[src/rtl/crossbar_allocator.sv]
// Per-output packet allocator for an NUM_IN x NUM_OUT crossbar: round-robin
// arbitration per output, wormhole ownership until the tail flit transfers.
module crossbar_allocator #(
    parameter int NUM_IN  = 4,
    parameter int NUM_OUT = 4,
    localparam int SELECT_SIZE = $clog2(NUM_IN) + (NUM_IN == 1),
    localparam int DEST_SIZE   = $clog2(NUM_OUT) + (NUM_OUT == 1)
) (
    input  logic                                   CLK,
    input  logic                                   nRST,
    input  logic [NUM_IN-1:0]                      req_valid,
    input  logic [NUM_IN-1:0][DEST_SIZE-1:0]       req_dest,
    input  logic [NUM_IN-1:0]                      req_last,
    input  logic [NUM_OUT-1:0]                     out_ready,
    output logic [NUM_IN-1:0]                      grant,
    output logic [NUM_OUT-1:0][SELECT_SIZE-1:0]    sel,
    output logic [NUM_OUT-1:0]                     enable
);

    typedef enum logic {IDLE = 1'b0, BUSY = 1'b1} state_t;

    state_t                 state_r   [NUM_OUT];
    state_t                 state_n_s [NUM_OUT];
    logic [SELECT_SIZE-1:0] owner_r   [NUM_OUT];
    logic [SELECT_SIZE-1:0] owner_n_s [NUM_OUT];
    logic [SELECT_SIZE-1:0] rr_ptr_r  [NUM_OUT];
    logic [SELECT_SIZE-1:0] rr_ptr_n_s[NUM_OUT];

    logic [NUM_OUT-1:0]     busy_s;
    logic [NUM_IN-1:0]      owns_any_s;
    logic [NUM_OUT-1:0]     owner_valid_s;
    logic [NUM_OUT-1:0]     owner_last_s;
    logic [NUM_IN-1:0]      cand_s    [NUM_OUT];
    logic [NUM_OUT-1:0]     hi_found_s;
    logic [SELECT_SIZE-1:0] hi_idx_s  [NUM_OUT];
    logic [SELECT_SIZE-1:0] lo_idx_s  [NUM_OUT];
    logic [NUM_OUT-1:0]     win_found_s;
    logic [SELECT_SIZE-1:0] win_idx_s [NUM_OUT];

    function automatic logic [SELECT_SIZE-1:0] next_ptr(input logic [SELECT_SIZE-1:0] p);
        next_ptr = (p == SELECT_SIZE'(NUM_IN - 1)) ? SELECT_SIZE'(0) : p + SELECT_SIZE'(1);
    endfunction

    // Busy flags and select lines straight from the per-output registers
    always_comb begin
        for (int o = 0; o < NUM_OUT; o++) begin
            busy_s[o] = (state_r[o] == BUSY);
            sel[o]    = busy_s[o] ? owner_r[o] : rr_ptr_r[o];
        end
    end

    // Which inputs hold an output, and the owner's valid/last seen by each output
    always_comb begin
        owns_any_s    = {NUM_IN{1'b0}};
        owner_valid_s = {NUM_OUT{1'b0}};
        owner_last_s  = {NUM_OUT{1'b0}};
        for (int o = 0; o < NUM_OUT; o++) begin
            for (int i = 0; i < NUM_IN; i++) begin
                owns_any_s[i]    = owns_any_s[i] | (busy_s[o] & (owner_r[o] == SELECT_SIZE'(i)));
                owner_valid_s[o] = owner_valid_s[o] |
                                   (busy_s[o] & (owner_r[o] == SELECT_SIZE'(i)) & req_valid[i]);
                owner_last_s[o]  = owner_last_s[o] |
                                   (busy_s[o] & (owner_r[o] == SELECT_SIZE'(i)) & req_last[i]);
            end
        end
    end

    // Transfer enables per output
    always_comb begin
        enable = busy_s & owner_valid_s & out_ready;
    end

    // Each input is granted by the output it owns
    always_comb begin
        grant = {NUM_IN{1'b0}};
        for (int o = 0; o < NUM_OUT; o++) begin
            for (int i = 0; i < NUM_IN; i++) begin
                grant[i] = grant[i] | (enable[o] & (owner_r[o] == SELECT_SIZE'(i)));
            end
        end
    end

    // Eligible requesters per output; out-of-range destinations never match any o
    always_comb begin
        for (int o = 0; o < NUM_OUT; o++) begin
            for (int i = 0; i < NUM_IN; i++) begin
                cand_s[o][i] = req_valid[i] & (req_dest[i] == DEST_SIZE'(o)) & ~owns_any_s[i];
            end
        end
    end

    // Round-robin pick: lowest candidate at or above rr_ptr, else lowest overall
    always_comb begin
        for (int o = 0; o < NUM_OUT; o++) begin
            hi_found_s[o] = 1'b0;
            hi_idx_s[o]   = SELECT_SIZE'(0);
            lo_idx_s[o]   = SELECT_SIZE'(0);
            for (int i = NUM_IN - 1; i >= 0; i--) begin
                lo_idx_s[o]   = cand_s[o][i] ? SELECT_SIZE'(i) : lo_idx_s[o];
                hi_idx_s[o]   = (cand_s[o][i] && (SELECT_SIZE'(i) >= rr_ptr_r[o])) ?
                                SELECT_SIZE'(i) : hi_idx_s[o];
                hi_found_s[o] = hi_found_s[o] | (cand_s[o][i] & (SELECT_SIZE'(i) >= rr_ptr_r[o]));
            end
            win_found_s[o] = |cand_s[o];
            win_idx_s[o]   = hi_found_s[o] ? hi_idx_s[o] : lo_idx_s[o];
        end
    end

    // Per-output next state: allocate in IDLE, release on tail transfer in BUSY
    always_comb begin
        for (int o = 0; o < NUM_OUT; o++) begin
            state_n_s[o]  = state_r[o];
            owner_n_s[o]  = owner_r[o];
            rr_ptr_n_s[o] = rr_ptr_r[o];
            case (state_r[o])
                IDLE: begin
                    if (win_found_s[o]) begin
                        state_n_s[o] = BUSY;
                        owner_n_s[o] = win_idx_s[o];
                    end else begin
                        state_n_s[o] = IDLE;
                    end
                end
                BUSY: begin
                    if (enable[o] && owner_last_s[o]) begin
                        state_n_s[o]  = IDLE;
                        rr_ptr_n_s[o] = next_ptr(owner_r[o]);
                    end else begin
                        state_n_s[o] = BUSY;
                    end
                end
                default: begin
                    state_n_s[o] = IDLE;
                end
            endcase
        end
    end

    // State, owner and round-robin pointer registers
    always_ff @(posedge CLK or negedge nRST) begin
        if (!nRST) begin
            for (int o = 0; o < NUM_OUT; o++) begin
                state_r[o]  <= IDLE;
                owner_r[o]  <= SELECT_SIZE'(0);
                rr_ptr_r[o] <= SELECT_SIZE'(0);
            end
        end else begin
            for (int o = 0; o < NUM_OUT; o++) begin
                state_r[o]  <= state_n_s[o];
                owner_r[o]  <= owner_n_s[o];
                rr_ptr_r[o] <= rr_ptr_n_s[o];
            end
        end
    end

endmodule

[config.mk]
export PLATFORM = sky130hd
export DESIGN_NAME = crossbar_allocator
export DESIGN_NICKNAME = d
export VERILOG_FILES = /design/src/rtl/crossbar_allocator.sv
export SDC_FILE = /design/constraint.sdc
export NUM_CORES = 1
export LEC_CHECK = 0
export ABC_AREA = 1
export CAP_MARGIN = 20
export CORE_MARGIN = 2
export CORE_UTILIZATION = 50
export DETAILED_ROUTE_END_ITERATION = 6
export GPL_TIMING_DRIVEN = 0
export PLACE_DENSITY = 0.88
export REMOVE_ABC_BUFFERS = 1
export SKIP_CTS_REPAIR_TIMING = 1
export SYNTH_ARGS = -nofsm -noshare
export SYNTH_HDL_FRONTEND = slang
export SYNTH_SLANG_ARGS = --single-unit
[constraint.sdc]
create_clock -name CLK -period 1.65 [get_ports CLK]
set_clock_uncertainty 0.05 [all_clocks]
set_input_delay 0.4125 -clock CLK [delete_from_list [all_inputs] [get_ports CLK]]
set_output_delay 0.4125 -clock CLK [all_outputs]
set_load 0.005 [all_outputs]
==> impl_results.md, run 1 <==
* RSZ-0062 raised after global routing: true
* Unique masters post-synth at 22
* Reg2reg end: owner_r[5]
* Chip width at 73.14 um
* Power density over cell area at 1694 mW/mm2
* Max_cap viols at 0
* Starting Density at 51.28%
* Initial drt markers at 444
* Seq cells post-synth at 20
* Failing checks: setup timing
* Min-Delay Path Depth at 2
* Fin crit share at 151.4%
* Worst hold slack at 0.4980 ns
* WP data arrival at 2.04 ns
* # DRC at 0
* Ys Warns at 0
* Hold Path Sink: rr_ptr_r[0]
* Most frequent cells in the layout: nand2_1, inv_1, nand2_2
* Port Buffer Count at 37
* CTS buffer count at 3
* GP Congestion at 0.9548
* Syn Std Cell Area at 0.002390 mm2
* Startpoint types: flop
* FMAX at 0.4004 GHz
* Slowest stage delay, CP at 0.48 ns
* Synth top area cells: nand2_1, dfrtp_1, inv_1
* Later-pin clock latency in the skew report at 0.27 ns
* Root buf cell: clkbuf_8
* First-pass GRT wire length at 9977 um
* Worst Tran Pin Value at 1.015 ns
* Required time worst endpoint at 1.19 ns
* Hold/Removal Path Class: flop to flop
* FP Rows at 25
* Layout cell share with drive strength beyond 1 at 43.47%
* Most used cell along the critical path: nand2_1
* GRT Total Usage at 23.66%
* Clock Tree Buf Depth at 2
* Routed len/inst at 19.17 um
* Register area share after synthesis at 20.94%
* Min Clock Period, post-route at 2.498 ns
* Largest net degree at the start of global routing at 21
* Placed cells at 467
* DP Area at 0.002783 mm2
* Vias/cell at 6.092
* Status: finished with violations
* DRT Pass-1 Iters at 6
* Critical path's slowest cell: dfrtp_2
* Slew Limit Fails at 0
* Placeable Area at 0.004661 mm2
* Cells after Synth at 380
* Final Instance Count excl. Fillers at 521
* Final HPWL DP at 4771 um
* CTS tree: built
* Io pins at 38
* Delay-heaviest family, CP: simple AND/OR/NAND/NOR gates
* Pre-CTS WS at -1.068 ns
* Leakage power at 1.972 nW
* Syn-to-layout area delta at 57.22%
* Grt ovf at 0
* FF-to-FF Start: owner_r[2]
* Initial antenna violation count at 0
* Share of the synthesized area in the top cell type at 24.66%
* CP Buf/Inv Count at 4
* Commonest non-fill, non-tap cell in the layout: nand2_1
* Final Cell Area at 0.003757 mm2
* Setup Viol. Count Final at 36
* Critical path class: flop to output port
* Net count, final at 506
* Worst Setup Slack, final at -0.8477 ns
* Number of diodes at 0
* Slew headroom at 32.12%
* Syn_area_per_cell at 6.289 um2
* CP Capture Type: output port
* Post-layout util at 80.62%
* Synth area leader: nand2_1
* R2R depth at 12
* Final Routed Wirelength at 9989 um
* Sinks on Clock Net at 20
* Via count at 3174
* Reg clk slew, reported paths at 0.08 ns
* Fin. Hold Viols at 0
* Vias in the first global route at 2287
* H-tree levels at 1
* Worst VDD drop at 0.0009223 V
* Die area at 0.005349 mm2
* CP cell instances: inv_2 > ha_4 > nand2_2 > o22ai_4 > nor2_4 > nor2_8 > buf_6 > nand2_1 > nand2_1 > inv_1 > nand2_1 > buf_2
* R2R setup slack at -0.41 ns
* Hold Crit Start: rr_ptr_r[0]
* Post-detailed-route count of antenna-violating nets at 0
* Die span in y at 73.14 um
* Critical path fanouts, max at 4
-- flip-flops by register name, summed over array words and instances (netlist names) --
signal,flops
owner_r,8
busy_s,4
rr_ptr_r,8
-- power breakdown --
part           internal (W)  switching [W]  total [W]
registers          0.000739       0.000527    0.00127
logic               0.00213        0.00256    0.00469
clock network      0.000214       0.000196   0.000410
-- worst register-to-register path, cell delays in order (launching register included) --
cell and delay (ns):
dfrtp_2 0.50, inv_4 0.08, ha_4 0.19, nand2_2 0.13, nand2_1 0.11, nor2_4 0.31
nand2_2 0.13, nand2_2 0.10, nor2_2 0.05, nor2_4 0.11, inv_2 0.07, nand2_1 0.07
nand2_1 0.06
-- worst max-delay path by stage --
| stage | endpoint | depth (start not counted) | slack [ns] | from |
|---|---|---|---|---|
| floorplan | grant[0] | 10 | -0.11 | owner_r[5] |
| global placement | grant[1] | 10 | -1.07 | req_valid[3] |
| detailed placement | grant[1] | 10 | -1.07 | req_valid[3] |
| CTS | grant[1] | 10 | -1.09 | req_valid[3] |
| global route | grant[1] | 13 | -0.92 | owner_r[0] |
| finish | grant[1] | 12 | -0.85 | owner_r[3] |
-- area by class of cell --
cell class | instances | area, um2
Multi-Input combinational cell | 297 | 2095
Clock buffer | 4 | 55.05
Tap cell | 54 | 67.56
Timing Repair Buffer | 87 | 783.3
Inverter | 59 | 239.0
Sequential cell | 20 | 518.0
Fill cell | 265 | 903.4
-- Yosys cell counts --
cell       instances
nand2_1          157
inv_1             55
nand3_1           31
dfrtp_1           20
ha_1              16
nor2_1            16
nand2_2           13
nor2_2             8
nor2_4             8
o21ai_0            8
nand2_4            5
nor3_1             5
buf_6              4
inv_2              4
nand4_1            4
nor2_8             4
o2111ai_1          4
o21ai_1            4
o22ai_1            4
o22ai_2            4
or2_2              4
nand3b_1           2
-- logic make-up (layout without fill, tap and decap cells) --
family                   Yosys count  after routing  synth area share [%]
AND/OR/NAND/NOR                  257            257                 52.41
buffers and inverters             63            150                 11.15
AO/OA/AOI/OAI                     24             24                 7.120
flip-flops                        20             20                 20.94
adder cells (fa/ha/maj)           16             16                 8.377
-- routing by layer --
layer  vias to the layer above  track usage (%)  part of all wire (%)
li1                       1363                -                     -
met3                        85            2.072                    11
met5                         -                0                     0
met1                      1457            31.86                    36
met4                         0            9.671                   8.0
met2                       269            38.84                    45
-- per-stage QoR --
step	total power, W	setup TNS (ns)
final	0.006364	-11.28
after global routing	0.006653	-13.16
after CTS	0.004120	-13.94
after detailed placement	0.003723	-14.79
after global placement	0.003645	-13.98
after floorplan	0.002826	-0.4493
(Power assumes the default switching activity.)
==> run 2, diff against run 1 <==
Settings changed: CTS_CLUSTER_SIZE set to 30.
==> results of run 2 <==
Final layout, timing and power as in run 1 (identical DEF).
